===== config.mk =====
export PLATFORM = sky130hd
export DESIGN_NAME = hazard_ctrl_unit_flat
export DESIGN_NICKNAME = d
export VERILOG_FILES = /design/src/rtl/hazard_ctrl_unit_if.sv /design/src/rtl/hazard_ctrl_unit.sv /design/src/flat_wrapper.sv
export SDC_FILE = /design/constraint.sdc
export NUM_CORES = 1
export LEC_CHECK = 0
export ABC_AREA = 1
export ABC_CLOCK_PERIOD_IN_PS = 1900
export BUFFER_PORTS_ARGS = -buffer_cell sky130_fd_sc_hd__buf_2
export CORE_UTILIZATION = 25
export CTS_BUF_LIST = sky130_fd_sc_hd__clkbuf_2 sky130_fd_sc_hd__clkbuf_4 sky130_fd_sc_hd__clkbuf_8
export CTS_CLUSTER_SIZE = 24
export DETAILED_ROUTE_END_ITERATION = 8
export PLACE_DENSITY = 0.46
export SLEW_MARGIN = 0
export SYNTH_ARGS = -nofsm -noshare
export SYNTH_HDL_FRONTEND = slang
export SYNTH_SLANG_ARGS = --single-unit

===== constraint.sdc =====
create_clock -name clk -period 1.9 [get_ports clk]
set_input_delay 0.285 -clock clk [delete_from_list [all_inputs] [get_ports clk]]
set_output_delay 0.285 -clock clk [all_outputs]
set_load 0.005 [all_outputs]

===== src/rtl/hazard_ctrl_unit_if.sv =====
// Decode/execute hazard signals and pipeline-control outputs of hazard_ctrl_unit.
// master drives the pipeline-side inputs; slave is the hazard unit itself.
interface hazard_ctrl_unit_if #(
  parameter int REG_AW = 5,
  parameter int CNT_W  = 16
);
  logic [REG_AW-1:0] rs1_if_id;
  logic [REG_AW-1:0] rs2_if_id;
  logic              rs1_used;
  logic              rs2_used;
  logic [REG_AW-1:0] rd_id_ex;
  logic              memread_id_ex;
  logic              branch_taken;
  logic              mem_busy;
  logic              cnt_clr;
  logic              stall;
  logic              pc_write;
  logic              if_id_write;
  logic              id_ex_write;
  logic              id_ex_bubble;
  logic              if_id_flush;
  logic              id_ex_flush;
  logic [CNT_W-1:0]  stall_count;

  modport master (
    output rs1_if_id, rs2_if_id, rs1_used, rs2_used, rd_id_ex, memread_id_ex,
           branch_taken, mem_busy, cnt_clr,
    input  stall, pc_write, if_id_write, id_ex_write, id_ex_bubble,
           if_id_flush, id_ex_flush, stall_count
  );

  modport slave (
    input  rs1_if_id, rs2_if_id, rs1_used, rs2_used, rd_id_ex, memread_id_ex,
           branch_taken, mem_busy, cnt_clr,
    output stall, pc_write, if_id_write, id_ex_write, id_ex_bubble,
           if_id_flush, id_ex_flush, stall_count
  );
endinterface


===== src/rtl/hazard_ctrl_unit.sv =====
// Load-use hazard and pipeline-control unit: multi-cycle load stall FSM,
// branch flush, memory-wait freeze and a saturating lost-cycle counter.
module hazard_ctrl_unit #(
  parameter int REG_AW   = 5,
  parameter int LOAD_LAT = 1,
  parameter int CNT_W    = 16
) (
  input logic         clk,
  input logic         rst,
  hazard_ctrl_unit_if.slave hif
);

  localparam int WCNT_W = $clog2(LOAD_LAT) + 1;

  typedef enum logic {IDLE, LOAD_WAIT} state_t;

  state_t              state_p0;
  logic [WCNT_W-1:0]   wcnt_p0;
  logic [CNT_W-1:0]    stall_count_p0;
  logic [REG_AW-1:0]   rd_ex;
  logic                rs1_hit;
  logic                rs2_hit;
  logic                hazard;
  logic                stall_now;

  function automatic logic [CNT_W-1:0] sat_inc(input logic [CNT_W-1:0] v);
    return (v == '1) ? v : v + 1'b1;
  endfunction

  assign rd_ex   = hif.rd_id_ex;
  assign rs1_hit = hif.rs1_used && (hif.rs1_if_id == rd_ex);
  assign rs2_hit = hif.rs2_used && (hif.rs2_if_id == rd_ex);
  assign hazard  = hif.memread_id_ex && (rd_ex != '0) && (rs1_hit || rs2_hit);

  // Control outputs: reset forces a free-running pipeline, then
  // freeze > flush > load stall > normal flow.
  always_comb begin
    stall_now        = 1'b0;
    hif.pc_write     = 1'b1;
    hif.if_id_write  = 1'b1;
    hif.id_ex_write  = 1'b1;
    hif.id_ex_bubble = 1'b0;
    hif.if_id_flush  = 1'b0;
    hif.id_ex_flush  = 1'b0;
    if (rst) begin
      if (hif.mem_busy) begin
        hif.pc_write    = 1'b0;
        hif.if_id_write = 1'b0;
        hif.id_ex_write = 1'b0;
      end else if (hif.branch_taken) begin
        hif.if_id_flush = 1'b1;
        hif.id_ex_flush = 1'b1;
      end else if (state_p0 == LOAD_WAIT || hazard) begin
        stall_now        = 1'b1;
        hif.pc_write     = 1'b0;
        hif.if_id_write  = 1'b0;
        hif.id_ex_bubble = 1'b1;
      end
    end
    hif.stall = stall_now;
  end

  // Stall FSM: wcnt counts the remaining LOAD_WAIT cycles; a freeze holds it.
  always_ff @(posedge clk or negedge rst) begin
    if (!rst) begin
      state_p0 <= IDLE;
      wcnt_p0  <= '0;
    end else if (!hif.mem_busy) begin
      if (hif.branch_taken) begin
        state_p0 <= IDLE;
        wcnt_p0  <= '0;
      end else if (state_p0 == LOAD_WAIT) begin
        if (wcnt_p0 == WCNT_W'(1)) begin
          state_p0 <= IDLE;
          wcnt_p0  <= '0;
        end else begin
          wcnt_p0 <= wcnt_p0 - 1'b1;
        end
      end else if (hazard && (LOAD_LAT > 1)) begin
        state_p0 <= LOAD_WAIT;
        wcnt_p0  <= WCNT_W'(LOAD_LAT - 1);
      end
    end
  end

  // Lost-cycle counter
  always_ff @(posedge clk or negedge rst) begin
    if (!rst) begin
      stall_count_p0 <= '0;
    end else if (hif.cnt_clr) begin
      stall_count_p0 <= '0;
    end else if (stall_now || hif.mem_busy) begin
      stall_count_p0 <= sat_inc(stall_count_p0);
    end
  end

  assign hif.stall_count = stall_count_p0;

endmodule


===== src/flat_wrapper.sv =====
// flat-port wrapper written by rule: the top's interface ports become plain ports
module hazard_ctrl_unit_flat 
#(
  parameter int REG_AW   = 5,
  parameter int LOAD_LAT = 1,
  parameter int CNT_W    = 16
)
  (clk, rst, hif_rs1_if_id, hif_rs2_if_id, hif_rs1_used, hif_rs2_used, hif_rd_id_ex, hif_memread_id_ex, hif_branch_taken, hif_mem_busy, hif_cnt_clr, hif_stall, hif_pc_write, hif_if_id_write, hif_id_ex_write, hif_id_ex_bubble, hif_if_id_flush, hif_id_ex_flush, hif_stall_count);
  hazard_ctrl_unit_if #(.REG_AW(REG_AW), .CNT_W(CNT_W)) hif_i ();
  input logic clk;
  input logic rst;
  input wire logic [$bits(hif_i.rs1_if_id)-1:0] hif_rs1_if_id;
  input wire logic [$bits(hif_i.rs2_if_id)-1:0] hif_rs2_if_id;
  input wire logic [$bits(hif_i.rs1_used)-1:0] hif_rs1_used;
  input wire logic [$bits(hif_i.rs2_used)-1:0] hif_rs2_used;
  input wire logic [$bits(hif_i.rd_id_ex)-1:0] hif_rd_id_ex;
  input wire logic [$bits(hif_i.memread_id_ex)-1:0] hif_memread_id_ex;
  input wire logic [$bits(hif_i.branch_taken)-1:0] hif_branch_taken;
  input wire logic [$bits(hif_i.mem_busy)-1:0] hif_mem_busy;
  input wire logic [$bits(hif_i.cnt_clr)-1:0] hif_cnt_clr;
  output wire logic [$bits(hif_i.stall)-1:0] hif_stall;
  output wire logic [$bits(hif_i.pc_write)-1:0] hif_pc_write;
  output wire logic [$bits(hif_i.if_id_write)-1:0] hif_if_id_write;
  output wire logic [$bits(hif_i.id_ex_write)-1:0] hif_id_ex_write;
  output wire logic [$bits(hif_i.id_ex_bubble)-1:0] hif_id_ex_bubble;
  output wire logic [$bits(hif_i.if_id_flush)-1:0] hif_if_id_flush;
  output wire logic [$bits(hif_i.id_ex_flush)-1:0] hif_id_ex_flush;
  output wire logic [$bits(hif_i.stall_count)-1:0] hif_stall_count;
  assign hif_i.rs1_if_id = hif_rs1_if_id;
  assign hif_i.rs2_if_id = hif_rs2_if_id;
  assign hif_i.rs1_used = hif_rs1_used;
  assign hif_i.rs2_used = hif_rs2_used;
  assign hif_i.rd_id_ex = hif_rd_id_ex;
  assign hif_i.memread_id_ex = hif_memread_id_ex;
  assign hif_i.branch_taken = hif_branch_taken;
  assign hif_i.mem_busy = hif_mem_busy;
  assign hif_i.cnt_clr = hif_cnt_clr;
  assign hif_stall = hif_i.stall;
  assign hif_pc_write = hif_i.pc_write;
  assign hif_if_id_write = hif_i.if_id_write;
  assign hif_id_ex_write = hif_i.id_ex_write;
  assign hif_id_ex_bubble = hif_i.id_ex_bubble;
  assign hif_if_id_flush = hif_i.if_id_flush;
  assign hif_id_ex_flush = hif_i.id_ex_flush;
  assign hif_stall_count = hif_i.stall_count;
  hazard_ctrl_unit #(.REG_AW(REG_AW), .LOAD_LAT(LOAD_LAT), .CNT_W(CNT_W)) u_core (.clk(clk), .rst(rst), .hif(hif_i));
endmodule

==> key figures <==
Route
  – DRC marker count from the first detailed-route iteration: 65
  – Vias per inst: 4.37
  – Total number of vias: 1557
  – Avg WL per Cell: 10.8 um
  – Post-DRT Antenna Nets: 0
  – Residual DRC: 0
  – Drt pass-1 iters: 4
  – Post-Route WL: 3840 um

Worst hold path
  – Hold path cells: 4
  – Hold Crit Class: in2reg
  – Worst hold path startpoint: hif_branch_taken
  – WHS Endpoint: u_core.state_p0$_DFFE_PN0N_

Timing
  – Setup TNS: 0 ns
  – Final Cycle Share: 93.9%
  – Final Hold Vio Count: 0
  – Worst-margin pin slew: 0.343 ns
  – Final WS setup: 0.115 ns
  – Finish-stage setup viols: 0
  – Fmax: 560 MHz
  – Final slew viol count: 0
  – Min Hold Slack: 0.374 ns
  – Slew HR: 76.9%
  – RSZ-0062 raised after global routing: yes
  – Min Tclk post-route: 1.78 ns
  – Clock Skew: 0.00434 ns

Logic synthesis
  – Mean post-synth cell area: 6.39 um2
  – Post-synthesis cell area: 0.00142 mm2
  – Post-synth cell types: 30
  – Top area cells in the synthesized netlist: dfrtp_1, nand2_1, nor2_1
  – Net Count, Synth: 247
  – Most used DFF post-synth: dfrtp_1
  – Synth top cells by count: nand2_1, nor2_1, inv_1, nand3_1, dfrtp_1
  – Area leader, netlist: dfrtp_1
  – Number of synthesized flops with an enable pin: 0
  – Synth top area share: 31.6%
  – Yosys warns: 0
  – Sequential area share after synthesis: 31.6%
  – Cell with the most instances after synthesis: nand2_1
  – Synth async-reset ratio: 100%
  – Yosys reg bits: 18
  – Post-synthesis cell count: 223

Power
  – Leakage: 0.00109 uW
  – VDD IR max: 0.174 mV
  – Power Density: 434 mW/mm2

Floorplan
  – Die height: 77.5 um
  – Core Rows: 27
  – Die W: 77.5 um
  – Core Area: 0.00551 mm2
  – Initial core utilization: 25.9%
  – I/O Pins: 46
  – Die area: 0.00600 mm2

GRT
  – Initial antenna violation count: 0
  – Vias in the first global route: 1464
  – First-pass GRT wire length: 6790 um
  – Pin count of the biggest net entering global routing: 17
  – Total GRT Usage: 14.2%
  – GRT overflow: 0

Place
  – DP HPWL: 3050 um
  – Placer Congestion: 0.829
  – Place WS: 0.113 ns
  – IO Port Bufs: 45
  – DP Cell Count: 348

Final layout
  – Final core occ: 34.8%
  – Post-Layout Cell Count: 356
  – P&R area growth vs syn: 34.4%
  – Fraction of layout cells with a size suffix above 1: 28.9%
  – N_diodes: 0
  – # nets final: 310

Clocking
  – CTS buffer count: 3
  – CTS tree: yes
  – Clock sinks: 18
  – Skew-Pair Late Insertion Delay: 0.26 ns
  – H-tree levels: 1
  – Clock slew at reported path FFs: 0.06 ns
  – Root Driver: clkbuf_8
  – Clock Path Buffers: 2

Critical path
  – R2R Setup Slk: 0.13 ns
  – FF-to-FF path depth: 9
  – CP endpoint kind: primary output
  – CP Max Fanout: 5
  – CP required: 1.62 ns
  – Worst EP arrival: 1.50 ns
  – Reg2reg start: u_core.hif.stall_count[1]$_DFFE_PN0P_
  – Setup CP Type: in2out
  – Critical path launch point type: primary input
  – Reg2Reg Capture Point: u_core.hif.stall_count[5]$_DFFE_PN0P_

Run status
  – Run status: complete, no violations

Run
  – Max-cap violations: 0
[layer usage]
metal,part of all wire [%],global-route usage [%],wire (um)
met5,0,0,0
met4,3.0,6.79,115
met3,6.6,2.12,255
met2,45,23.1,1720
met1,46,18.3,1750
[where the power goes]
| part | switching (uW) | leakage [uW] | total, uW | internal (uW) |
|---|---|---|---|---|
| registers | 6.30 | 0.000247 | 402 | 396 |
| logic | 92.7 | 0.000822 | 159 | 66.0 |
| clock network | 128 | 0.0000216 | 270 | 141 |
[area by class of cell]
type                            count  area [um2]
Tap cell                           72        90.1
Fill cell                         609        3590
Multi-Input combinational cell    169         836
Timing Repair Buffer               66         392
Clock buffer                        3        41.3
Inverter                           28         105
Sequential cell                    18         450
[metrics by stage]
| step | area [um2] | power, uW |
|---|---|---|
| global route | 1910 | 888 |
| CTS | 1860 | 846 |
| finish | 1910 | 831 |
| global placement | 1810 | 569 |
| floorplan | 1420 | 493 |
| detailed placement | 1810 | 567 |
[repair_timing]
action | CTS | global route
endpoints found under the hold margin | 2 | 0
gates resized for setup | 0 | 8
buffers inserted | 0 | 4
setup endpoints to repair | 0 | 14
hold buffers | 1 | 0
[worst max path at each step]
stage                                     startpoint                                endpoint  slack (ns)
5_1_grt        u_core.hif.stall_count[1]$_DFFE_PN0P_  u_core.hif.stall_count[12]$_DFFE_PN0P_       -0.03
2_1_floorplan  u_core.hif.stall_count[0]$_DFFE_PN0P_   u_core.hif.stall_count[6]$_DFFE_PN0P_        0.22
3_3_place_gp   u_core.hif.stall_count[1]$_DFFE_PN0P_   u_core.hif.stall_count[6]$_DFFE_PN0P_        0.21
3_5_place_dp   u_core.hif.stall_count[1]$_DFFE_PN0P_  u_core.hif.stall_count[10]$_DFFE_PN0P_        0.11
4_1_cts                                          rst                        hif_id_ex_bubble        0.06
6_report                                         rst                        hif_id_ex_bubble        0.12
[layout by cell type (no fill, tap or decap), drive strengths merged]
master,n
a21oi,2
nor4,2
nand3,21
clkbuf,4
nor3b,2
buf,64
ha,1
xnor2,3
inv,28
xor2,5
dlygate4sd3,1
o21ai,3
nand2,85
dfrtp,18
a221oi,1
nor2,31
nor3,6
a21boi,1
nand4,5
o21bai,1
[sequential cells by signal, indices dropped and copies added, names as in the netlist]
name	cells
u_core.wcnt_p0	1
u_core.state_p0	1
u_core.hif.stall_count	16
[cells by family (layout without fill, tap and decap cells)]
kind of cell    after synthesis  after routing  synth area share, %
compound gates                8              8                 3.43
simple gates                152            152                 48.1
fa+ha+maj                     1              1                0.879
xor+xnor                      8              8                 4.92
flops                        18             18                 31.6
buf+inv                      36             97                 11.1
[critical path, stage by stage]
cell,delay [ns]
dlygate4sd3_1,0.52
clkbuf_4,0.18
inv_1,0.06
nor2_1,0.11
nand2_1,0.13
nor2_2,0.11
buf_2,0.12
(Power assumes the default switching activity.)
